===== src/rtl/debounce_pkg.sv =====
`default_nettype none
// ============================================================================
//  Module      : debounce_pkg
//  Description : Shared FSM state encodings and default timing constants for
//                the push-button debouncer (defaults assume a 100 MHz clk_in).
//  Revision    : 1.0 - initial release
// ============================================================================
package debounce_pkg;

    // Debouncer FSM state encodings
    localparam logic [1:0] c_IDLE_LOW  = 2'd0;
    localparam logic [1:0] c_WAIT_HIGH = 2'd1;
    localparam logic [1:0] c_HELD_HIGH = 2'd2;
    localparam logic [1:0] c_WAIT_LOW  = 2'd3;

    // Default timing for a 100 MHz clock: 10 ms settle, 1 s long press
    localparam int c_STABLE_CYCLES_DEF = 1_000_000;
    localparam int c_LONG_CYCLES_DEF   = 100_000_000;
    localparam int c_CNT_W_DEF         = 27;

endpackage : debounce_pkg
`default_nettype wire


===== src/rtl/sync_2ff.sv =====
`default_nettype none
// ============================================================================
//  Module      : sync_2ff
//  Description : 1-bit two-flop synchronizer with synchronous active-high
//                reset. Output is the input delayed by two clock cycles.
//  Revision    : 1.0 - initial release
// ============================================================================
module sync_2ff (
    input  logic clk,
    input  logic rst,
    input  logic i_d,
    output logic o_q
);

    logic r_meta;
    logic r_sync;

    // Two-stage capture of the asynchronous input
    always_ff @(posedge clk) begin
        if (rst) begin
            r_meta <= 1'b0;
            r_sync <= 1'b0;
        end else begin
            r_meta <= i_d;
            r_sync <= r_meta;
        end
    end

    assign o_q = r_sync;

endmodule : sync_2ff
`default_nettype wire


===== src/rtl/button_debounce.sv =====
`default_nettype none
// ============================================================================
//  Module      : button_debounce
//  Description : Debounces a raw push-button. Produces a clean level, one-cycle
//                press/release strobes and a wrapping 8-bit press counter.
//                Optional long-press strobe enabled by macro LONGPRESS_EN.
//  Revision    : 1.0 - initial release
// ============================================================================
module button_debounce
    import debounce_pkg::*;
#(
    parameter int STABLE_CYCLES = c_STABLE_CYCLES_DEF,
    parameter int LONG_CYCLES   = c_LONG_CYCLES_DEF,
    parameter int CNT_W         = c_CNT_W_DEF
) (
    input  logic       clk_in,
    input  logic       rst,
    input  logic       btn_in,
    output logic       btn_level,
    output logic       press_pulse,
    output logic       release_pulse,
    output logic [7:0] press_count,
    output logic       long_press
);

    localparam logic [CNT_W-1:0] c_STABLE_LAST = CNT_W'(STABLE_CYCLES - 1);

    // Reject configurations where the timers cannot reach their terminal counts
    generate
        if ((STABLE_CYCLES < 2) || ((64'd1 << CNT_W) <= 64'(LONG_CYCLES))
            || ((64'd1 << CNT_W) <= 64'(STABLE_CYCLES))) begin : g_bad_cfg
            $error("button_debounce: invalid STABLE_CYCLES/LONG_CYCLES/CNT_W");
        end
    endgenerate

    logic             w_btn_sync;
    logic [1:0]       r_state;
    logic [CNT_W-1:0] r_timer;
    logic             r_level;
    logic             r_press;
    logic             r_release;
    logic [7:0]       r_count;

    sync_2ff u_sync (
        .clk (clk_in),
        .rst (rst),
        .i_d (btn_in),
        .o_q (w_btn_sync)
    );

    // Debounce FSM: a new level must hold STABLE_CYCLES synchronized cycles
    always_ff @(posedge clk_in) begin
        if (rst) begin
            r_state   <= c_IDLE_LOW;
            r_timer   <= '0;
            r_level   <= 1'b0;
            r_press   <= 1'b0;
            r_release <= 1'b0;
            r_count   <= 8'd0;
        end else begin
            r_press   <= 1'b0;
            r_release <= 1'b0;
            case (r_state)
                c_IDLE_LOW: begin
                    r_level <= 1'b0;
                    if (w_btn_sync) begin
                        r_state <= c_WAIT_HIGH;
                        r_timer <= CNT_W'(1);
                    end
                end
                c_WAIT_HIGH: begin
                    if (!w_btn_sync) begin
                        r_state <= c_IDLE_LOW;
                        r_timer <= '0;
                    end else if (r_timer == c_STABLE_LAST) begin
                        r_state <= c_HELD_HIGH;
                        r_timer <= '0;
                        r_press <= 1'b1;
                        r_level <= 1'b1;
                        r_count <= r_count + 8'd1;
                    end else begin
                        r_timer <= r_timer + CNT_W'(1);
                    end
                end
                c_HELD_HIGH: begin
                    r_level <= 1'b1;
                    if (!w_btn_sync) begin
                        r_state <= c_WAIT_LOW;
                        r_timer <= CNT_W'(1);
                    end
                end
                c_WAIT_LOW: begin
                    if (w_btn_sync) begin
                        // Bounce during release: stay pressed, no strobe
                        r_state <= c_HELD_HIGH;
                        r_timer <= '0;
                    end else if (r_timer == c_STABLE_LAST) begin
                        r_state   <= c_IDLE_LOW;
                        r_timer   <= '0;
                        r_release <= 1'b1;
                        r_level   <= 1'b0;
                    end else begin
                        r_timer <= r_timer + CNT_W'(1);
                    end
                end
                default: begin
                    r_state <= c_IDLE_LOW;
                    r_timer <= '0;
                end
            endcase
        end
    end

    assign btn_level     = r_level;
    assign press_pulse   = r_press;
    assign release_pulse = r_release;
    assign press_count   = r_count;

`ifdef LONGPRESS_EN
    localparam logic [CNT_W-1:0] c_LONG_LAST = CNT_W'(LONG_CYCLES - 1);
    localparam logic [CNT_W-1:0] c_LONG_SAT  = CNT_W'(LONG_CYCLES);

    logic [CNT_W-1:0] r_long_cnt;
    logic             r_long;

    // Hold-time counter; saturates past the terminal count so each press strobes once
    always_ff @(posedge clk_in) begin
        if (rst) begin
            r_long_cnt <= '0;
            r_long     <= 1'b0;
        end else begin
            r_long <= 1'b0;
            if (r_state == c_HELD_HIGH) begin
                if (r_long_cnt == c_LONG_LAST) begin
                    r_long <= 1'b1;
                end
                if (!w_btn_sync) begin
                    r_long_cnt <= '0;
                end else if (r_long_cnt != c_LONG_SAT) begin
                    r_long_cnt <= r_long_cnt + CNT_W'(1);
                end
            end else begin
                r_long_cnt <= '0;
            end
        end
    end

    assign long_press = r_long;
`else
    assign long_press = 1'b0;
`endif

endmodule : button_debounce
`default_nettype wire


===== config.mk =====
export PLATFORM = sky130hd
export DESIGN_NAME = button_debounce
export DESIGN_NICKNAME = d
export VERILOG_FILES = /design/src/rtl/debounce_pkg.sv /design/src/rtl/sync_2ff.sv /design/src/rtl/button_debounce.sv
export SDC_FILE = /design/constraint.sdc
export NUM_CORES = 1
export LEC_CHECK = 0
export CAP_MARGIN = 20
export CORE_MARGIN = 8
export CORE_UTILIZATION = 26
export DETAILED_ROUTE_END_ITERATION = 12
export DONT_BUFFER_PORTS = 1
export GPL_ROUTABILITY_DRIVEN = 0
export GPL_TIMING_DRIVEN = 0
export HOLD_SLACK_MARGIN = 0.12
export PLACE_DENSITY_LB_ADDON = 0.08
export SYNTH_ARGS = -nofsm -noshare
export SYNTH_HDL_FRONTEND = slang
export SYNTH_SLANG_ARGS = --single-unit

===== constraint.sdc =====
create_clock -name clk_in -period 4 [get_ports clk_in]
set_clock_uncertainty 0.05 [all_clocks]
set_input_delay 0.4 -clock clk_in [delete_from_list [all_inputs] [get_ports clk_in]]
set_output_delay 0.4 -clock clk_in [all_outputs]
set_load 0.005 [all_outputs]

After elaboration in Yosys (flattened, before gate mapping). Cells that the tools add are included.

Flip-flop bits (word level): 42. Bits in latches: 0. Bits in writable memories: 0. Bits in read-only memories: 0. Bits of input ports: 3. Logic and storage cells: 51. Memories: 0.

$add $sub $neg: 2. $mul: 0. Divide/modulo/power cells: 0. $lt $le $gt $ge: 0. Equal/unequal tests: 12. Shift-type cells: 0. Mux-type cells: 19. Bitwise operators: 3. Reductions and logical operators: 7.

Operators with widths (count): 27-bit two-way mux (5); 27-bit one-hot mux with 4 select lines (1); 27-bit by 1-bit adder with 27-bit output, second input constant (1); 27-bit by 20-bit equality test with 1-bit output, second input constant (1); 2-bit two-way mux (6); 8-bit by 1-bit adder with 8-bit output, second input constant (1); 2-bit != test, second input constant (4); 2-bit one-hot mux with 4 select lines (1); 4-bit AND reduction (2); 3-bit OR reduction (2); 1-bit two-way mux (5); 2-bit equality test, second input constant (2); 2-bit by 1-bit != test with 1-bit output, second input constant (2); 1-bit one-hot mux with 4 select lines (1); 3-bit by 2-bit != test with 1-bit output, second input constant (1); 3-bit != test, second input constant (1); 1-bit inverter (3); 3-bit AND reduction (1); 2-bit by 1-bit equality test with 1-bit output, second input constant (1); 2-bit logical NOT (1); 2-bit AND reduction (1).

Logic depth before layout (Yosys ltp). Gate-level depths: netlist of run 1.

Depth after elaboration: 4. Depth in mapped cells: 8. Mapped depth without buffers: 7.

Modules after synthesis. From an unflattened synthesis of run 1, not the netlist that was laid out.

Cell total of the unflattened synthesis: 296. Area total of the unflattened synthesis: 2501.1 µm².

By module, submodules not included: button_debounce (instances 1, cells each 292, area an instance 2448.6 µm²); sync_2ff (instances 1, cells each 4, area an instance 52.6 µm²).

Worst setup path before layout of run 1. Ideal clock, no wire load.

Path kind: flip-flop to flip-flop. Start: reg r_timer[10]. End: reg r_count[1], in the netlist press_count[1]. Setup time: 0.128 ns. Arrival time: 2.033 ns. Setup slack: 1.789 ns. Cell stages (with the launch flop): 7. Path buffers: 1. Period minus slack after synthesis: 2.211 ns. Cells stage by stage: dfxtp_1 > clkbuf_1 > or4_1 > or4_1 > nor4_2 > mux2i_1 > nor2_1.

Longest elaborated chain between the ends: 2.

Ends and longest elaborated chain: from (decl) (line button_debounce.sv:38) `logic [CNT_W-1:0] r_timer;`; from (signal assigned) (line button_debounce.sv:82) `r_timer <= r_timer + CNT_W'(1);`; from (signal assigned) (line button_debounce.sv:103) `r_timer <= r_timer + CNT_W'(1);`; 27-bit by 20-bit equality test with 1-bit output (line button_debounce.sv:75) `end else if (r_timer == c_STABLE_LAST) begin`; 3-bit AND reduction (no line); to (signal assigned) (line button_debounce.sv:80) `r_count <= r_count + 8'd1;`; to (decl) (line button_debounce.sv:42) `logic [7:0] r_count;`.

Every way passes these cells. A chain may end at the register's enable or synchronous reset.

==> results.json, run 1 <==
{
  "worstPathMaxFanout": 10,
  "r2r_slack_ns": 1.30,
  "fin_crit_ns": 2.70,
  "antenna_cells": 0,
  "maxCapViolations": 0,
  "clock-sinks": 42,
  "async_flop_share_pct": 0,
  "grt_usage_pct": 10.9,
  "first_global_vias": 1961,
  "peakVddDrop_uv": 122,
  "cts_made_buffers": 5,
  "clockRootBuffer": "clkbuf_8",
  "p_clk_share_pct": 36.3,
  "avgSynthCellArea_um2": 8.14,
  "intPower_uw": 585,
  "synth_area_leader_cell": "dfxtp_1",
  "max_slew_margin_pct": 40.4,
  "dpl_cell_area_mm2": 0.00240,
  "tightest_slew_ns": 0.885,
  "via_count": 2001,
  "clk_path_buf_depth": 2,
  "cts_setup_buffers": 0,
  "power.net_switching_uw": 210,
  "drc": 0,
  "synthCells": 278,
  "rr_worst_depth": 7,
  "syn-num-nets": 287,
  "dp.final_hpwl_um": 4540,
  "viasPerCell": 5.08,
  "wl_per_cell_um": 15.7,
  "grt_max_degree": 13,
  "hold_class": "in2reg",
  "swShare_pct": 26.4,
  "worst_ep_arrival_time_ns": 2.82,
  "ioPinCount": 15,
  "maxSlewViolCount": 0,
  "post_cts_resized": 0,
  "status": "completed",
  "comb_power_share_pct": 9.7,
  "yosys-top-cells-area": "dfxtp_1 37%, nor2_1 5.1%, nand4_1 4.7%, nand2_1 3.8%, a21oi_1 3.5%",
  "row_count": 34,
  "drt_iter0_markers": 143,
  "fp.dieW_um": 109,
  "pwr-share-seq_pct": 54.0,
  "top_usage_layer": "met2",
  "yosys_warnings": 0,
  "worstSetupStartpointType": "flop",
  "post-route-cell-area_mm2": 0.00249,
  "areaGrowthSynthToFinish_pct": 10.0,
  "worstHoldStart": "rst",
  "tns_ns": 0,
  "port_buffers": 0,
  "first_pass_iters": 4,
  "antenna_found_initial": 0,
  "use_met2_pct": 18.1,
  "yosysUniqueCellTypes": 47,
  "fillers": 957,
  "synth-seq-area-share_pct": 37.2,
  "insertion_delay_ns": 0.29,
  "multi_input_area_mm2": 0.00133,
  "synth_edf_count": 0,
  "cts_tree": "yes",
  "drive_gt1_share_pct": 6.64,
  "nets": 294,
  "cp.required_ns": 4.12,
  "dieArea_mm2": 0.0119,
  "cp-end-kind": "flop",
  "antenna_left": 0,
  "ff_latch_area_um2": 841,
  "htreeDepth": 2,
  "hold_depth": 1,
  "grt_pass1_wl_um": 10200,
  "p_per_area_mw_per_mm2": 319,
  "fmax_ghz": 0.371,
  "hold_buffers": 0,
  "start_util_pct": 26.3,
  "critical_path_class": "reg2reg",
  "final-hold-violation-count": 0,
  "ys.flop_type": "dfxtp_1",
  "path_clk_slew_ns": 0.08,
  "setup_viol": 0,
  "syn-cell-area_mm2": 0.00226,
  "timing.final.crit_share_pct": 67.4,
  "coreArea_mm2": 0.00859,
  "ys_ff_latch": 42,
  "p_leak_uw": 0.000757,
  "grt_use_met1_pct": 14.0,
  "grtUsageMet3_pct": 2.54,
  "synth.top_cell.area_share_pct": 37.2,
  "die_y_um": 109,
  "drt-total-wl_um": 6200,
  "rsz0062_at_grt": "false",
  "overflow": 0
}
==> sequential cells by signal (all words and copies together), names as in the netlist, named ones only <==
name,count
r_timer,27
press_count,8
btn_level,1
press_pulse,1
r_state,1
release_pulse,1
u_sync.o_q,1
u_sync.r_meta,1
==> layer usage <==
layer	part of all wire, %	vias up
li1	-	1043
met1	49	931
met2	46	25
met3	3.8	2
met4	0.50	0
met5	0	-
==> synth_stat cells, types with 2 or more instances <==
| master | n |
|---|---|
| or3_1 | 5 |
| xnor2_1 | 4 |
| clkbuf_1 | 10 |
| inv_1 | 11 |
| and2_1 | 2 |
| a21oi_1 | 16 |
| o31ai_1 | 3 |
| mux2i_1 | 4 |
| nor3_1 | 5 |
| nand4_1 | 17 |
| nor2_1 | 31 |
| or4_1 | 6 |
| o22ai_1 | 2 |
| dfxtp_1 | 42 |
| and4_1 | 2 |
| nor4_2 | 2 |
| nand3_1 | 16 |
| nand3b_1 | 4 |
| a31oi_1 | 10 |
| nand4b_1 | 2 |
| nand2_1 | 23 |
| and3_1 | 3 |
| a22oi_1 | 2 |
| ha_1 | 6 |
| nand4bb_1 | 2 |
| xor2_1 | 7 |
| nor2b_1 | 3 |
| nor4_1 | 7 |
| or2_2 | 2 |
| o21ai_0 | 12 |
==> how the worst max path moves through the flow <==
stage                           endpoint  slack [ns]  cells past startpoint
after detailed placement      r_timer[3]        1.31                      8
after global placement              flop        1.26                      7
after CTS                           flop        1.28                      7
after global routing                flop        1.07                      7
final                               flop        1.30                      7
after floorplan           press_count[1]        1.79                      6
==> final cells by class <==
class,instances,area share (%)
multi-input cells,213,53.4
flip-flops and latches,42,33.8
well taps,108,5.43
clock buffers,7,3.47
plain buffers,12,2.01
inverters,11,1.66
clock inverters,1,0.201
==> power by group through the flow <==
stage | clock network (uW) | registers (uW) | logic [uW]
after floorplan | 0 | 437 | 54.8
after global placement | 0 | 439 | 79.1
after detailed placement | 0 | 439 | 78.6
after CTS | 309 | 429 | 79.0
after global routing | 318 | 430 | 87.8
final | 288 | 429 | 77.5
==> worst max-delay path: stages (launching register included) <==
cell      delay [ns]
dfxtp_1         0.37
inv_1           0.09
ha_1            0.26
nand2_1         0.21
a21boi_0        0.57
a21oi_1         0.25
clkbuf_1        0.34
o41ai_1         0.44
==> kinds of logic (layout without fill, tap and decap cells) <==
family / Yosys count / count (layout) / synth area share (%)
fa+ha+maj: 6 / 6 / 3.32
mux: 5 / 5 / 2.27
compound gates: 53 / 53 / 14.2
simple gates: 137 / 137 / 34.6
xor+xnor: 11 / 11 / 4.26
other cells: 1 / 1 / 0.166
buf+inv: 23 / 31 / 4.04
flops: 42 / 42 / 37.2
==> cells in the final DEF, fill, tap and decap left out, drive strengths merged, types with 6 or more instances in the layout <==
cell type   n
or4         6
xor2        7
clkbuf     17
inv        11
a31oi      10
nand4      18
o21ai      12
nor2       31
dfxtp      42
ha          6
nand3      16
nand2      23
nor4       10
a21oi      16
==> metrics by stage <==
step	util (%)	hold WS, ns	std cells	worst slack (ns)	power (uW)
after floorplan	-	0.364	278	1.79	492
after global placement	27.9	0.391	386	1.26	518
after detailed placement	27.9	0.383	386	1.31	518
after CTS	29.0	0.154	394	1.28	817
after global routing	29.0	0.155	394	1.07	836
final	29.0	0.172	394	1.30	795
No activity file was read; power rests on OpenSTA's default activity.
==> inputs of run 2 (changes only) <==
- clock period: 4 -> 2.5 ns (I/O delays scaled with it)
==> run 2 against run 1 <==
  * Worst setup slack got worse by 1.2 ns
  * Power rose by 61%
  * Global-route usage rose by 0.17 points
  * Maximum frequency rose by 12%
  * Sequential share of layout area fell by 1.2 points
  * Critical path type unchanged
  * Highest routed layer unchanged
  * Routed wire length rose by 1.8%
  * Largest power group unchanged
==> results.json, run 2 (synthesized netlist as in run 1, its figures left out) <==
{
  "drive_gt1_share_pct": 12.7,
  "first_pass_iters": 4,
  "htreeDepth": 2,
  "wl_per_cell_um": 15.8,
  "timing.final.crit_share_pct": 96.2,
  "grt_pass1_wl_um": 10400,
  "crit_top_cell": "or4_1",
  "dieArea_mm2": 0.0119,
  "reg2reg_from": "r_timer[7]",
  "p_leak_uw": 0.000800,
  "via_count": 2038,
  "first_global_vias": 1965,
  "start_util_pct": 26.3,
  "finalNonFillerCells": 399,
  "critPathMaxStageDelay_ns": 0.60,
  "cp-end-kind": "flop",
  "fmax_ghz": 0.416,
  "r2r_slack_ns": 0.1,
  "timing.final.ws_setup_ns": 0.0953,
  "utilization_pct": 30.2,
  "layout_common_cells": "40 x dfxtp_1, 31 x nor2_1, 22 x nand2_1, 17 x nand4_1",
  "tns_ns": 0,
  "slowest_stage": "or4_1",
  "maxCapViolations": 0,
  "ioPinCount": 15,
  "p_clk_share_pct": 36.0,
  "status": "completed",
  "grt_usage_pct": 11.1,
  "port_buffers": 0,
  "hold_depth": 3,
  "crit_family": "simple AND/OR/NAND/NOR gates",
  "final-hold-violation-count": 0,
  "p_per_area_mw_per_mm2": 495,
  "tightest_slew_ns": 0.752,
  "pwr-share-seq_pct": 53.5,
  "overflow": 0,
  "clock-sinks": 42,
  "coreArea_mm2": 0.00859,
  "holdPathEnd": "r_timer[18]",
  "fp.dieW_um": 109,
  "maxSlewViolCount": 0,
  "dp.final_hpwl_um": 4540,
  "final_common_cell": "dfxtp_1",
  "max_slew_margin_pct": 49.4,
  "clk_path_buf_depth": 2,
  "worstHoldStart": "rst",
  "swShare_pct": 26.5,
  "path_cells": "or4_1 -> nor4_4 -> buf_4 -> nand4_4 -> or4_1 -> a21oi_1",
  "path_buf_inv": 1,
  "path_clk_slew_ns": 0.08,
  "antenna_found_initial": 0,
  "clockRootBuffer": "clkbuf_8",
  "comb_power_share_pct": 10.5,
  "antenna_cells": 0,
  "viasPerCell": 5.11,
  "hold_class": "in2reg",
  "insertion_delay_ns": 0.29,
  "worstSetupStartpointType": "flop",
  "largest-register": "r_timer",
  "drc": 0,
  "rr_worst_depth": 6,
  "largest_reg_flops": 27,
  "row_count": 34,
  "cts_tree": "yes",
  "critical_path_class": "reg2reg",
  "antenna_left": 0,
  "worst_ep_arrival_time_ns": 2.58,
  "intPower_uw": 943,
  "cp.required_ns": 2.67,
  "drt_iter0_markers": 127,
  "grt_max_degree": 13,
  "setup_viol": 0,
  "nets": 299,
  "dp_slack_ns": -0.194,
  "power.net_switching_uw": 339,
  "holdWs_ns": 0.171,
  "drt-total-wl_um": 6310,
  "worstPathMaxFanout": 10,
  "numPlacedInstances": 386,
  "cts_made_buffers": 5,
  "peakVddDrop_uv": 194,
  "r2r_end": "press_count[7]",
  "areaGrowthSynthToFinish_pct": 14.5,
  "die_y_um": 109,
  "fin_crit_ns": 2.40
}
## run 2: cell types whose count changed in the layout (fill, tap and decap cells not counted), sizes merged
cell,change
dlygate4sd3,+2
buf,+4
clkbuf,-1
## run 2: what timing repair did
item,4_1_cts,5_1_grt
gates resized for setup,5,13
setup buffers,3,1
endpoints found under the hold margin,2,0
endpoints found under the setup margin,29,32
pin swaps,2,2
hold buffers,2,0
## run 2: tightest hold or removal path, cell delays in order
cell and delay [ns]:
nor3_1 0.05, nand4bb_1 0.09, nand3_1 0.07
## run 2: layout make-up
class | count | area [um2]
Inverter | 11 | 41.3
Fill cell | 947 | 6000
Timing Repair Buffer | 6 | 50.0
Multi-Input combinational cell | 213 | 1380
Tap cell | 108 | 135
Buffer | 11 | 50.0
Clock buffer | 7 | 86.3
Clock inverter | 1 | 5.00
Sequential cell | 42 | 843
## run 2: metal layers
layer / global-route usage [%] / vias up / wire length (um) / part of all wire [%]
met5: 0 / - / 0 / 0
met4: 2.60 / 0 / 31 / 0.49
met3: 2.48 / 2 / 239 / 3.8
met2: 18.5 / 26 / 2920 / 46
met1: 14.2 / 958 / 3120 / 49
li1: - / 1052 / - / -
## run 2: power by group through the flow
stage,combinational [uW],clock [uW],sequential (uW)
global placement,127,0,703
finish,135,461,686
floorplan,87.7,0,700
CTS,133,494,687
detailed placement,126,0,702
global route,153,510,688
## run 2: worst max-delay path by stage
stage / cells past startpoint / to / from / slack, ns
2_1_floorplan: 6 / press_count[1] / r_timer[10] / 0.29
3_3_place_gp: 7 / flop / flop / -0.24
3_5_place_dp: 8 / r_timer[3] / flop / -0.19
4_1_cts: 6 / press_count[7] / r_timer[10] / 0.01
5_1_grt: 6 / press_count[5] / r_timer[20] / -0.007
6_report: 6 / press_count[7] / r_timer[7] / 0.1
## run 2: stage by stage
step / cell area (um2) / total power (uW)
floorplan: 2260 / 788
finish: 2590 / 1280
global placement: 2400 / 829
global route: 2590 / 1350
CTS: 2540 / 1310
detailed placement: 2400 / 828
==> inputs of run 3 (changes only) <==
- GPL_ROUTABILITY_DRIVEN: 0 -> unset
- GPL_TIMING_DRIVEN: 0 -> unset
==> run 3 against run 2 <==
  * Count of clock-buffer cells in the layout is 1 lower
  * First-iteration DRC count is 29% lower
  * Power is 1.7% higher
  * Die area stayed put
  * Critical path type unchanged
  * Highest routed layer unchanged
==> results.json, run 3 (synthesized netlist as in run 1, its figures left out) <==
{
  "path_cells": "or4b_4 -> nor4_4 -> nand4_4 -> or4_1 -> a21oi_1",
  "clock-sinks": 42,
  "row_count": 34,
  "maxSlewViolCount": 0,
  "finalNonFillerCells": 407,
  "hold_depth": 3,
  "cts_made_buffers": 5,
  "status": "completed",
  "die_y_um": 109,
  "nets": 307,
  "drc": 0,
  "use_met2_pct": 18.0,
  "drt_iter0_markers": 90,
  "fillers": 934,
  "final_common_cell": "dfxtp_1",
  "final-hold-violation-count": 0,
  "cp-end-kind": "flop",
  "slowest_stage": "or4b_4",
  "layout_common_cells": "42 x dfxtp_1, 31 x nor2_1, 23 x nand2_1, 22 x buf_4, 17 x nand4_1",
  "drive_gt1_share_pct": 13.7,
  "clk_path_buf_depth": 2,
  "critical_path_class": "reg2reg",
  "via_count": 2057,
  "grt_use_met1_pct": 13.9,
  "r2r_slack_ns": 0.16,
  "r2r_end": "press_count[7]",
  "grt_usage_pct": 10.9,
  "grtUsageMet3_pct": 2.60,
  "tns_ns": 0,
  "post_cts_resized": 0,
  "holdPathEnd": "r_timer[22]",
  "antenna_found_initial": 0,
  "insertion_delay_ns": 0.30,
  "setup_viol": 0,
  "timing.final.crit_share_pct": 93.7,
  "critPathMaxStageDelay_ns": 0.57,
  "fin_crit_ns": 2.34,
  "cts_tree": "yes",
  "fp.dieW_um": 109,
  "post-route-cell-area_mm2": 0.00265,
  "dieArea_mm2": 0.0119,
  "tightest_slew_ns": 0.803,
  "dp.final_hpwl_um": 4540,
  "max_slew_margin_pct": 46.3,
  "path_clk_slew_ns": 0.09,
  "overflow": 0,
  "start_util_pct": 26.3,
  "grt_max_degree": 22,
  "rsz0062_at_grt": "false",
  "worstHoldStart": "rst",
  "worst_ep_arrival_time_ns": 2.52,
  "rr_worst_depth": 5,
  "p_per_area_mw_per_mm2": 492,
  "total_power_uw": 1300,
  "clockRootBuffer": "clkbuf_8",
  "antenna_cells": 0,
  "reg2reg_from": "r_timer[12]",
  "dpl_cell_area_mm2": 0.00253,
  "worstPathMaxFanout": 10,
  "port_buffers": 0,
  "peakVddDrop_uv": 176,
  "hold_class": "in2reg",
  "cp.required_ns": 2.68,
  "first_global_vias": 1992,
  "largest_reg_flops": 27,
  "coreArea_mm2": 0.00859,
  "multi_input_area_mm2": 0.00133,
  "crit_family": "simple AND/OR/NAND/NOR gates",
  "viasPerCell": 5.05,
  "numPlacedInstances": 397,
  "areaGrowthSynthToFinish_pct": 17.0,
  "largest-register": "r_timer",
  "top_usage_layer": "met2",
  "htreeDepth": 2,
  "fmax_ghz": 0.427,
  "first_pass_iters": 4,
  "grt_pass1_wl_um": 10200,
  "wl_per_cell_um": 15.3,
  "ff_latch_area_um2": 841,
  "antenna_left": 0,
  "worstSetupStartpointType": "flop",
  "drt-total-wl_um": 6210,
  "path_buf_inv": 0,
  "ioPinCount": 15,
  "p_leak_uw": 0.000868,
  "maxCapViolations": 0,
  "place_congestion": 0.734
}
## run 3: stage by stage
stage	hold slack [ns]	util [%]	setup WS [ns]
2_1_floorplan	0.301	-	0.289
3_3_place_gp	0.274	29.5	0.163
3_5_place_dp	0.275	29.5	0.160
4_1_cts	0.217	30.8	0.139
5_1_grt	0.240	30.8	0.0134
6_report	0.217	30.8	0.157
## run 3: worst max-delay path by stage
stage / from / endpoint / slack (ns) / cells past startpoint
2_1_floorplan: r_timer[10] / press_count[1] / 0.29 / 6
3_3_place_gp: r_timer[12] / press_count[7] / 0.16 / 5
3_5_place_dp: r_timer[7] / press_count[5] / 0.16 / 5
4_1_cts: r_timer[7] / press_count[5] / 0.14 / 5
5_1_grt: r_timer[8] / press_count[1] / 0.01 / 5
6_report: r_timer[12] / press_count[7] / 0.16 / 5
## run 3: layer usage
metal | up-vias | part of all wire (%)
met5 | - | 0
met4 | 0 | 0.77
met3 | 5 | 3.4
met2 | 20 | 47
met1 | 963 | 49
li1 | 1069 | -
## run 3: area by class of cell
class / count / area share [%]
Timing Repair Buffer: 25 / 7.75
Sequential cell: 42 / 31.8
Clock inverter: 2 / 0.473
Clock buffer: 6 / 3.12
Tap cell: 108 / 5.10
Inverter: 11 / 1.56
Multi-Input combinational cell: 213 / 50.2
## run 3: tightest hold or removal path, stage by stage
cell and delay [ns]:
nor2_1 0.11, nand2_1 0.09, o21ai_0 0.06
## run 3: what timing repair did
item,CTS,global route
buffers inserted,0,0
hold buffers,2,0
endpoints found under the hold margin,20,0
## run 3: report_power, final
group	internal [uW]	switching, uW
combinational	50.0	87.5
sequential	678	10.5
clock	223	255
total	950	353
